File: config.mk
export PLATFORM = sky130hd
export DESIGN_NAME = reg_to_axi_lite_bridge
export DESIGN_NICKNAME = d
export VERILOG_FILES = /design/src/rtl/reg_to_axi_lite_bridge.sv
export SDC_FILE = /design/constraint.sdc
export NUM_CORES = 1
export LEC_CHECK = 0
export CORE_AREA = 2 2 119 121
export DETAILED_ROUTE_END_ITERATION = 12
export DIE_AREA = 0 0 121 123
export DONT_BUFFER_PORTS = 1
export PLACE_DENSITY_LB_ADDON = 0.1
export SLEW_MARGIN = 15
export SYNTH_ARGS = -nofsm -noshare
export SYNTH_HDL_FRONTEND = slang
export SYNTH_SLANG_ARGS = --single-unit
export TNS_END_PERCENT = 20
File: constraint.sdc
create_clock -name clk_i -period 1.81 [get_ports clk_i]
set_input_delay 0.2715 -clock clk_i [delete_from_list [all_inputs] [get_ports clk_i]]
set_output_delay 0.2715 -clock clk_i [all_outputs]
set_load 0.005 [all_outputs]
File: src/rtl/reg_to_axi_lite_bridge.sv
// Regbus responder to AXI-Lite initiator bridge: one outstanding transfer,
// registered FSM outputs, 48-bit address / 32-bit data default bus types.

package reg_to_axi_lite_bridge_pkg;

   typedef struct packed {
      logic [47:0] addr;
      logic        write;
      logic [31:0] wdata;
      logic [3:0]  wstrb;
      logic        valid;
   } reg_a48_d32_req_t;

   typedef struct packed {
      logic [31:0] rdata;
      logic        error;
      logic        ready;
   } reg_a48_d32_rsp_t;

   typedef struct packed {
      logic [47:0] addr;
      logic [2:0]  prot;
   } axi_lite_a48_ax_t;

   typedef struct packed {
      logic [31:0] data;
      logic [3:0]  strb;
   } axi_lite_d32_w_t;

   typedef struct packed {
      logic [1:0] resp;
   } axi_lite_b_t;

   typedef struct packed {
      logic [31:0] data;
      logic [1:0]  resp;
   } axi_lite_d32_r_t;

   typedef struct packed {
      axi_lite_a48_ax_t aw;
      logic             aw_valid;
      axi_lite_d32_w_t  w;
      logic             w_valid;
      logic             b_ready;
      axi_lite_a48_ax_t ar;
      logic             ar_valid;
      logic             r_ready;
   } axi_lite_a48_d32_req_t;

   typedef struct packed {
      logic            aw_ready;
      logic            w_ready;
      axi_lite_b_t     b;
      logic            b_valid;
      logic            ar_ready;
      axi_lite_d32_r_t r;
      logic            r_valid;
   } axi_lite_a48_d32_rsp_t;

endpackage

module reg_to_axi_lite_bridge #(
   parameter int unsigned AddrWidth = 48,
   parameter int unsigned DataWidth = 32,
   parameter type reg_req_t      = reg_to_axi_lite_bridge_pkg::reg_a48_d32_req_t,
   parameter type reg_rsp_t      = reg_to_axi_lite_bridge_pkg::reg_a48_d32_rsp_t,
   parameter type axi_lite_req_t = reg_to_axi_lite_bridge_pkg::axi_lite_a48_d32_req_t,
   parameter type axi_lite_rsp_t = reg_to_axi_lite_bridge_pkg::axi_lite_a48_d32_rsp_t
) (
   input  logic          clk_i,
   input  logic          rst_i,
   input  reg_req_t      reg_req_i,
   output reg_rsp_t      reg_rsp_o,
   output axi_lite_req_t axi_lite_req_o,
   input  axi_lite_rsp_t axi_lite_rsp_i
);

   localparam int unsigned StrbWidth = DataWidth / 8;

   localparam logic [2:0] IDLE   = 3'd0;
   localparam logic [2:0] WRITE  = 3'd1;
   localparam logic [2:0] WAIT_B = 3'd2;
   localparam logic [2:0] READ   = 3'd3;
   localparam logic [2:0] WAIT_R = 3'd4;
   localparam logic [2:0] RESP   = 3'd5;

   logic [2:0]           state_q, state_d;
   logic [AddrWidth-1:0] addr_q, addr_d;
   logic [DataWidth-1:0] wdata_q, wdata_d;
   logic [StrbWidth-1:0] wstrb_q, wstrb_d;
   logic                 write_q, write_d;
   logic                 aw_done_q, aw_done_d;
   logic                 w_done_q, w_done_d;
   logic [DataWidth-1:0] rdata_q, rdata_d;
   logic                 error_q, error_d;

   always_comb begin
      state_d   = state_q;
      addr_d    = addr_q;
      wdata_d   = wdata_q;
      wstrb_d   = wstrb_q;
      write_d   = write_q;
      aw_done_d = aw_done_q;
      w_done_d  = w_done_q;
      rdata_d   = rdata_q;
      error_d   = error_q;

      case (state_q)
         IDLE: begin
            if (reg_req_i.valid) begin
               addr_d    = reg_req_i.addr;
               wdata_d   = reg_req_i.wdata;
               wstrb_d   = reg_req_i.wstrb;
               write_d   = reg_req_i.write;
               aw_done_d = 1'b0;
               w_done_d  = 1'b0;
               rdata_d   = '0;
               error_d   = 1'b0;
               state_d   = reg_req_i.write ? WRITE : READ;
            end
         end
         WRITE: begin
            // A done flag also gates its valid, so ready while done is ignored.
            if (!aw_done_q && axi_lite_rsp_i.aw_ready) aw_done_d = 1'b1;
            if (!w_done_q && axi_lite_rsp_i.w_ready) w_done_d = 1'b1;
            if (aw_done_d && w_done_d) state_d = WAIT_B;
         end
         WAIT_B: begin
            if (axi_lite_rsp_i.b_valid) begin
               error_d = (axi_lite_rsp_i.b.resp != 2'b00);
               state_d = RESP;
            end
         end
         READ: begin
            if (axi_lite_rsp_i.ar_ready) state_d = WAIT_R;
         end
         WAIT_R: begin
            if (axi_lite_rsp_i.r_valid) begin
               rdata_d = axi_lite_rsp_i.r.data;
               error_d = (axi_lite_rsp_i.r.resp != 2'b00);
               state_d = RESP;
            end
         end
         RESP: begin
            state_d = IDLE;
         end
         default: begin
            state_d = IDLE;
         end
      endcase
   end

   always_comb begin
      axi_lite_req_o          = '0;
      axi_lite_req_o.aw.addr  = addr_q;
      axi_lite_req_o.aw.prot  = 3'b000;
      axi_lite_req_o.aw_valid = (state_q == WRITE) && !aw_done_q;
      axi_lite_req_o.w.data   = wdata_q;
      axi_lite_req_o.w.strb   = wstrb_q;
      axi_lite_req_o.w_valid  = (state_q == WRITE) && !w_done_q;
      axi_lite_req_o.b_ready  = (state_q == WAIT_B);
      axi_lite_req_o.ar.addr  = addr_q;
      axi_lite_req_o.ar.prot  = 3'b000;
      axi_lite_req_o.ar_valid = (state_q == READ);
      axi_lite_req_o.r_ready  = (state_q == WAIT_R);

      reg_rsp_o       = '0;
      reg_rsp_o.ready = (state_q == RESP);
      reg_rsp_o.rdata = (state_q == RESP) ? rdata_q : '0;
      reg_rsp_o.error = (state_q == RESP) ? error_q : 1'b0;
   end

   always_ff @(posedge clk_i) begin
      if (rst_i) begin
         state_q   <= IDLE;
         addr_q    <= '0;
         wdata_q   <= '0;
         wstrb_q   <= '0;
         write_q   <= 1'b0;
         aw_done_q <= 1'b0;
         w_done_q  <= 1'b0;
         rdata_q   <= '0;
         error_q   <= 1'b0;
      end else begin
         state_q   <= state_d;
         addr_q    <= addr_d;
         wdata_q   <= wdata_d;
         wstrb_q   <= wstrb_d;
         write_q   <= write_d;
         aw_done_q <= aw_done_d;
         w_done_q  <= w_done_d;
         rdata_q   <= rdata_d;
         error_q   <= error_d;
      end
   end

endmodule

# ---- Word-level counts from Yosys, hierarchy flattened
# Cells that the tools add are included.
dict set report word_totals {
  ff_bits 122
  latch_bits 0
  ram_bits 0
  rom_bits 0
  inputBits 129
  output_inout_bits 177
  word_cells 58
  n_memories 0
}
dict set report classes {
  n_addsub 0
  multipliers 0
  div 0
  order_cmp 0
  n_eq_ne 10
  n_shift 0
  n_mux 22
  n_bitwise 0
  n_reduce_logical 18
}
# operator count
set op_table {}
lappend op_table {{$mux 32} 3}
lappend op_table {{$pmux 32 s2} 1}
lappend op_table {{$mux 3} 5}
lappend op_table {{$pmux 3 s5} 1}
lappend op_table {{$mux 1} 8}
lappend op_table {{$reduce_bool 2->1} 4}
lappend op_table {{$eq 3x2->1 const B} 2}
lappend op_table {{$eq 3x3->1 const B} 2}
lappend op_table {{$ne 2x1->1 const B} 3}
lappend op_table {{$logic_and 1x1->1} 5}
lappend op_table {{$reduce_and 5->1} 1}
lappend op_table {{$ne 2x2->1 const B} 2}
lappend op_table {{$pmux 1 s2} 2}
lappend op_table {{$reduce_and 2->1} 2}
lappend op_table {{$reduce_and 4->1} 1}
lappend op_table {{$eq 3x1->1 const B} 1}
lappend op_table {{$logic_not 3->1} 1}
lappend op_table {{$pmux 1 s3} 1}
lappend op_table {{$reduce_and 3->1} 1}
lappend op_table {{$reduce_bool 3->1} 1}
lappend op_table {{$logic_not 1->1} 2}
lappend op_table {{$mux 2} 1}

# ---- Depth between registers and ports, before layout
# Gate-level depths: netlist of run 1.
dict set report logic_depth {
  ltp_word 7
  mapped_depth 6
  mapped_depth_nobuf 3
}

# ---- Worst setup path before layout of run 1
# Ideal clock, no wire load.
dict set report synth_path {
  path_type {register to register}
  from {register state_q[1]}
  to {register rdata_q[10]}
  setup_ps 132
  t_arrival_ps 1312
  slack_ps 365
  stages_incl_launch_ff 6
  path_buffers 2
  synth_period_minus_slack_ps 1445
  cell_sequence {dfxtp_1 > or4b_4 > buf_4 > buf_2 > nand3_1 > a21oi_1}
}
dict set report synth_between {
  elab_chain_cells 3
}
# item line
set synth_rtl {}
lappend synth_rtl {{start, declared} 87} ;# logic [2:0] state_q, state_d;
lappend synth_rtl {{start signal, assigned} 185} ;# state_q <= state_d;
lappend synth_rtl {{$eq 3x3->1 or $logic_not 3->1 (tied branches)} 108} ;# case (state_q)
lappend synth_rtl {{$ne 2x1->1 (no line) (tied with other cells)} -}
lappend synth_rtl {{$reduce_and 3->1 (no line)} -}
lappend synth_rtl {{end signal, assigned} 192} ;# rdata_q <= rdata_d;
lappend synth_rtl {{end, declared} 94} ;# logic [DataWidth-1:0] rdata_q, rdata_d;
# Several ways; a longest one is shown, not always the timed one.
# A chain may end at the register's enable or synchronous reset.

==> results of run 1 <==
## worst reg2reg max path, delay by kind of cell (launching register included)
kind	cells	cell delay [ns]
buf+inv	3	0.87
mux	1	0.26
compound gates	1	0.16
simple gates	1	0.04
flops	1	0.34
## synth_stat cells, drive strengths merged
cell,instances,share of area
nor4bb,1,0.0020
nor2,10,0.0074
mux2i,1,0.0020
conb,1,0.00074
nor4b,1,0.0030
nand2,202,0.15
or2,1,0.0012
nand2b,2,0.0025
o22a,1,0.0017
o211a,1,0.0020
o22ai,1,0.0012
a211o,1,0.0017
o32ai,1,0.0017
nand3,32,0.032
and2,33,0.041
mux2,1,0.0022
nor2b,1,0.0012
clkbuf,22,0.016
or4,1,0.0015
nor4,1,0.0012
a211oi,1,0.0015
or4b,1,0.0027
inv,2,0.0015
a22oi,2,0.0030
a2bb2oi,1,0.0017
or3,1,0.0012
dfxtp,122,0.48
o21ai,3,0.0030
nand4bb,1,0.0022
buf,81,0.11
nor3b,1,0.0015
a21oi,118,0.12
## cell type report
class / instances / area share
Multi-Input combinational cell: 427 / 0.373
Sequential cell: 122 / 0.427
Timing Repair Buffer: 26 / 0.0634
Tap cell: 180 / 0.0394
Inverter: 2 / 0.00131
Clock inverter: 8 / 0.0123
Clock buffer: 23 / 0.0836
## state kept, by name (all words and copies together), names as in the netlist
| signal | cells |
|---|---|
| addr_q | 48 |
| rdata_q | 32 |
| wdata_q | 32 |
| wstrb_q | 4 |
| state_q | 3 |
| aw_done_q | 1 |
| error_q | 1 |
| w_done_q | 1 |
## worst max-delay path by stage
stage	start	to	slack, ns
floorplan	state_q[1]	rdata_q[10]	0.37
global placement	state_q[1]	reg_rsp_o[27]	0.14
detailed placement	state_q[1]	reg_rsp_o[27]	0.12
CTS	state_q[1]	reg_rsp_o[21]	-0.09
global route	state_q[1]	reg_rsp_o[7]	-0.05
finish	state_q[1]	axi_lite_req_o[91]	0.004
## metrics by stage
stage / std cells / worst slack (ns) / total power (uW) / hold WS (ns)
final: 788 / 0.00370 / 6920 / -0.0640
after global routing: 788 / -0.0507 / 7240 / -0.0901
after CTS: 784 / -0.0904 / 6960 / -0.0919
after detailed placement: 745 / 0.120 / 3770 / 0.352
after global placement: 745 / 0.137 / 3740 / 0.349
after floorplan: 654 / 0.365 / 3740 / 0.407
## cell usage in the layout (no fill, tap or decap), types with 2 or more instances in the layout
master	Yosys	routed
clkinv_2	0	5
nand2b_4	0	2
nand2_1	202	202
and2_4	0	27
buf_12	0	8
nor2_1	10	7
a21oi_1	118	118
buf_8	0	2
buf_6	1	4
a22oi_1	2	2
nand3_1	32	32
clkbuf_16	0	19
conb_1	1	6
buf_4	63	9
and2_1	33	6
nor2_4	0	3
inv_1	2	2
o21ai_0	3	3
clkinvlp_4	0	2
clkbuf_1	22	3
dfxtp_2	0	2
clkbuf_8	0	3
dfxtp_1	122	120
## timing repair
item,4_1_cts,5_1_grt
gates resized for setup,28,23
endpoints found under the setup margin,36,39
pin swaps,15,14
endpoints found under the hold margin,120,119
setup buffers,6,3
cloned,1,2
## report_power, final
group / internal (uW) / switching [uW]
registers: 2870 / 179
clock network: 1970 / 1160
logic: 301 / 437
## cell families (layout without fill, tap and decap cells)
kind of cell           count (synthesis)  count (layout)
AOI/OAI and AO/OA                    130             130
and+or+nand+nor                      289             289
buffers and inverters                105              59
other                                  1               6
muxes                                  2               2
DFF                                  122             122
## routing by layer
metal / share of wire / vias up
met5: 0 / -
met4: 0.016 / 0
met3: 0.11 / 24
met1: 0.38 / 1834
li1: - / 1941
met2: 0.49 / 201
==> flow_summary_export.csv, run 1 <==
group,metric,value,unit
placed_design,place.gp.congestion,0.713,
critical_path,worstSetupPathType,"flip-flop to output pin",
sta,fmax,554,MHz
cells_and_area,multi_input_area,0.00213,mm2
floorplan,rows,43,
global_routing,grtUsageMet1,0.182,
critical_path,cp.required,1.54,ns
detailed_routing,via_per_inst,5.08,
clock_network,tritoncts,"done",
clock_network,cts_buffers,17,
critical_path,r2r_setup_slack,0.02,ns
clock_network,cts.sinks,122,
sta,clock_skew,0.00497,ns
power,power_density,1210,mW/mm2
critical_path,critPathMaxStageDelay,0.42,ns
yosys,yosys_warnings,0,
status,status,"finished, violations left",
critical_path,cpLargestDelayFamily,"simple AND/OR/NAND/NOR gates",
critical_path,cp-end-kind,"output pin",
yosys,synthMuxAreaShare,0.00419,
detailed_routing,drt_first_iter_violations,173,
global_routing,grt_pass1_vias,3813,
floorplan,pin_count,306,
placed_design,dp_hpwl,9.04,mm
critical_path,arrival,1.53,ns
floorplan,initial_core_util,0.373,
clock_network,clkTransAtPathRegs,0.05,ns
cells_and_area,diodes,0,
yosys,synth_top_family_by_area,"simple AND/OR/NAND/NOR gates",
critical_path,crit_path_frequent_cell,"buf_6",
cells_and_area,fillCellCount,1395,
critical_path,reg2reg_from,"state_q[0]",
detailed_routing,vias,4000,
critical_path,critPathMaxFanout,14,
clock_network,clk_latency,0.41,ns
critical_path,cp-start-kind,"flip-flop",
power,ir_worst_vdd,535,uV
floorplan,die_area,0.0149,mm2
sta,finalSetupTns,0,ns
detailed_routing,drt_pass1_iterations,4,
run,drv_cap,0,
sta,period_minus_slack,1.81,ns
yosys,ys_ff_latch,122,
global_routing,grt_pass1_wl,19.8,mm
clock_network,ctsHoldBuffers,1,
floorplan,fp.dieH,123,um
yosys,synth_cells,649,
cells_and_area,ff_latch_area,0.00244,mm2
cells_and_area,drive_gt1_frac,0.156,
critical_path,r2r_end,"state_q[2]",
placed_design,placed_cell_area,0.00486,mm2
yosys,synth_compound_area_frac,0.134,
worst_hold_path,hold_end,"addr_q[12]",
cells_and_area,finalInstanceArea,0.00572,mm2
critical_path,crit_cells,4,
yosys,synthXorXnorAreaFrac,0,
worst_hold_path,hp-class,"input port to flip-flop",
worst_hold_path,holdCritStartpoint,"rst_i",
global_routing,antenna_found_initial,0,
yosys,synthSimpleGateAreaFrac,0.249,
status,violations,"hold timing",
cells_and_area,nNetsFinal,725,
sta,holdWs,-0.0640,ns
sta,fin_crit_sh,0.998,
detailed_routing,wl,13.8,mm
detailed_routing,postRouteAntennaNets,0,
floorplan,dieWidth,121,um
yosys,avgSynthCellArea,7.81,um2
power,power_leakage,0.00209,uW
sta,rsz0062_at_grt,"yes",
global_routing,met2_usage,0.291,
worst_hold_path,hold_depth,1,
cells_and_area,fin_util,0.420,
global_routing,grt_use_total,0.174,
sta,hold_viol,87,
yosys,synth_seq_area_share,0.482,
global_routing,grt_max_degree,122,
critical_path,rr_worst_depth,6,
yosys,yosys.cell_types.count,34,
detailed_routing,drc,0,
critical_path,crit_slowest_cell,"or3_4",
clock_network,root_buffer,"clkbuf_16",
yosys,syn_area,0.00507,mm2
sta,report.final.slew_viol_count,0,
clock_network,htreeDepth,4,
sta,setup_viol,0,
placed_design,portBuffers,0,
floorplan,core,0.0136,mm2
critical_path,path_buf_inv,2,
global_routing,globalRouteOverflowTotal,0,
critical_path,crit_chain,"buf_6 -> buf_6 -> or3_4 -> nor2_4",
clock_network,clockBufferDepth,2,
detailed_routing,routedWlPerCell,17.5,um
yosys,synth_fa_ha_area_frac,0,
global_routing,use_met3,0.0904,
cells_and_area,syn2layout_area_growth,12.8,%
global_routing,globalRoute.busiestLayer,"met2",
No activity file was read; power rests on OpenSTA's default activity.
==> inputs of run 2 (changes only) <==
- PLACE_DENSITY: default -> 0.58
- PLACE_DENSITY_LB_ADDON: 0.1 -> default
==> run 2 against run 1 <==
Effect of this change: global-route usage fell by 0.29 points; worst setup slack better by 0.029 ns; worst hold slack worse by 0.0034 ns; the run still ends with hold timing left; first-iteration DRC count increased by 17%; largest cell class unchanged.
==> flow_summary_export.csv, run 2 (synthesized netlist as in run 1, its figures left out) <==
group,metric,value,unit
critical_path,arrival,1.51,ns
global_routing,antenna_found_initial,0,
sta,hold_viol,59,
worst_hold_path,hold_depth,1,
critical_path,r2r_setup_slack,0.09,ns
sta,rsz0062_at_grt,"yes",
sta,holdWs,-0.0675,ns
critical_path,worstSetupPathType,"flip-flop to output pin",
floorplan,core,0.0136,mm2
placed_design,place.gp.congestion,0.714,
critical_path,cp-start-kind,"flip-flop",
cells_and_area,reg.largest.list,"addr_q x48, rdata_q x32, wdata_q x32",
worst_hold_path,holdCritStartpoint,"rst_i",
detailed_routing,vias,3969,
placed_design,placed_cell_area,0.00483,mm2
placed_design,dp_hpwl,8.68,mm
sta,setup_slack,0.0325,ns
cells_and_area,syn2layout_area_growth,10.1,%
floorplan,pin_count,306,
critical_path,rr_worst_depth,6,
run,drv_cap,0,
cells_and_area,largest_register_ff_count,48,
sta,setup_viol,0,
critical_path,reg2reg_from,"state_q[0]",
detailed_routing,drc,0,
cells_and_area,finalInstanceArea,0.00558,mm2
global_routing,grt_pass1_wl,19.3,mm
power,power_density,1260,mW/mm2
sta,fmax,563,MHz
power,ir_worst_vdd,528,uV
sta,report.final.slew_viol_count,0,
clock_network,ctsHoldBuffers,1,
floorplan,initial_core_util,0.373,
floorplan,dieWidth,121,um
sta,period_minus_slack,1.78,ns
power,finalPower,7010,uW
clock_network,cts_buffers,17,
detailed_routing,via_per_inst,5.09,
global_routing,grt_max_degree,122,
detailed_routing,drt_first_iter_violations,202,
cells_and_area,diodes,0,
global_routing,grt_pass1_vias,3727,
cells_and_area,top_register,"addr_q",
critical_path,cp-end-kind,"output pin",
clock_network,root_buffer,"clkbuf_16",
placed_design,portBuffers,0,
status,violations,"hold timing",
clock_network,clockBufferDepth,2,
cells_and_area,nNetsFinal,719,
cells_and_area,fin_util,0.410,
detailed_routing,drt_pass1_iterations,4,
floorplan,rows,43,
worst_hold_path,hold_end,"state_q[1]",
cells_and_area,drive_gt1_frac,0.123,
floorplan,fp.dieH,123,um
clock_network,clkTransAtPathRegs,0.05,ns
cells_and_area,final_cell_mix,"202 x nand2_1, 119 x dfxtp_1, 118 x a21oi_1, 32 x nand3_1, 21 x and2_1",
critical_path,cp.required,1.54,ns
worst_hold_path,hp-class,"input port to flip-flop",
detailed_routing,routedWlPerCell,17.0,um
sta,fin_crit_sh,0.982,
status,status,"finished, violations left",
clock_network,cts.sinks,122,
sta,clock_skew,0.00694,ns
floorplan,die_area,0.0149,mm2
clock_network,htreeDepth,4,
power,power_leakage,0.00202,uW
critical_path,r2r_end,"state_q[2]",
detailed_routing,wl,13.3,mm
detailed_routing,postRouteAntennaNets,0,
critical_path,critPathMaxFanout,5,
global_routing,grt_use_total,0.171,
placed_design,pre_cts_ws,0.217,ns
clock_network,tritoncts,"done",
global_routing,globalRouteOverflowTotal,0,
cells_and_area,final_common_cell,"nand2_1",
clock_network,clk_latency,0.41,ns
==> run 2: cell count changes in the layout (fill, tap and decap cells not counted), sizes merged <==
cell / previous run / this run
clkinv: 5 / 2
buf: 23 / 18
bufinv: 1 / 2
bufbuf: 0 / 1
clkinvlp: 2 / 3
clkbuf: 25 / 22
==> run 2: how the worst max path moves through the flow <==
stage,start,endpoint
global placement,state_q[1],state_q[1]
global route,state_q[1],reg_rsp_o[7]
finish,state_q[1],reg_rsp_o[16]
CTS,state_q[1],reg_rsp_o[7]
detailed placement,state_q[2],wstrb_q[0]
floorplan,state_q[1],rdata_q[10]
==> run 2: stage by stage <==
step	setup TNS, ns	cells
global placement	0	744
detailed placement	0	744
floorplan	0	654
CTS	-0.136	780
finish	0	780
global route	-0.306	780
==> run 2: per-layer routing <==
metal | global-route usage | part of all wire | vias to the layer above
li1 | - | - | 1934
met1 | 0.176 | 0.39 | 1830
met2 | 0.299 | 0.50 | 190
met3 | 0.0899 | 0.10 | 15
met4 | 0.0567 | 0.014 | 0
met5 | 0 | 0 | -
==> run 2: final cells by class <==
type,count,area (um2)
clock inverters,7,92.6
flip-flops and latches,122,2450
inverters,2,7.51
clock buffers,22,484
fillers,1389,8030
multi-input cells,427,2080
repair buffers,20,246
well taps,180,225
==> run 2: worst max-delay path: stages (launching register included) <==
cell and delay [ns]:
dfxtp_4 0.35, nand2b_4 0.16, nor2_4 0.15, bufbuf_16 0.29, and2_1 0.15
==> run 2: what timing repair did <==
item / in CTS / in global routing
endpoints found under the hold margin: 120 / 119
buffers inserted: 4 / 0
pin swaps: 5 / 7
cloned: 3 / 0
endpoints found under the setup margin: 35 / 26
gates resized for setup: 25 / 6
==> run 2: report_power, final <==
part           switching, uW  internal [uW]
Combinational            405            245
Clock                   1160           2140
Sequential               180           2880
Total                   1750           5260
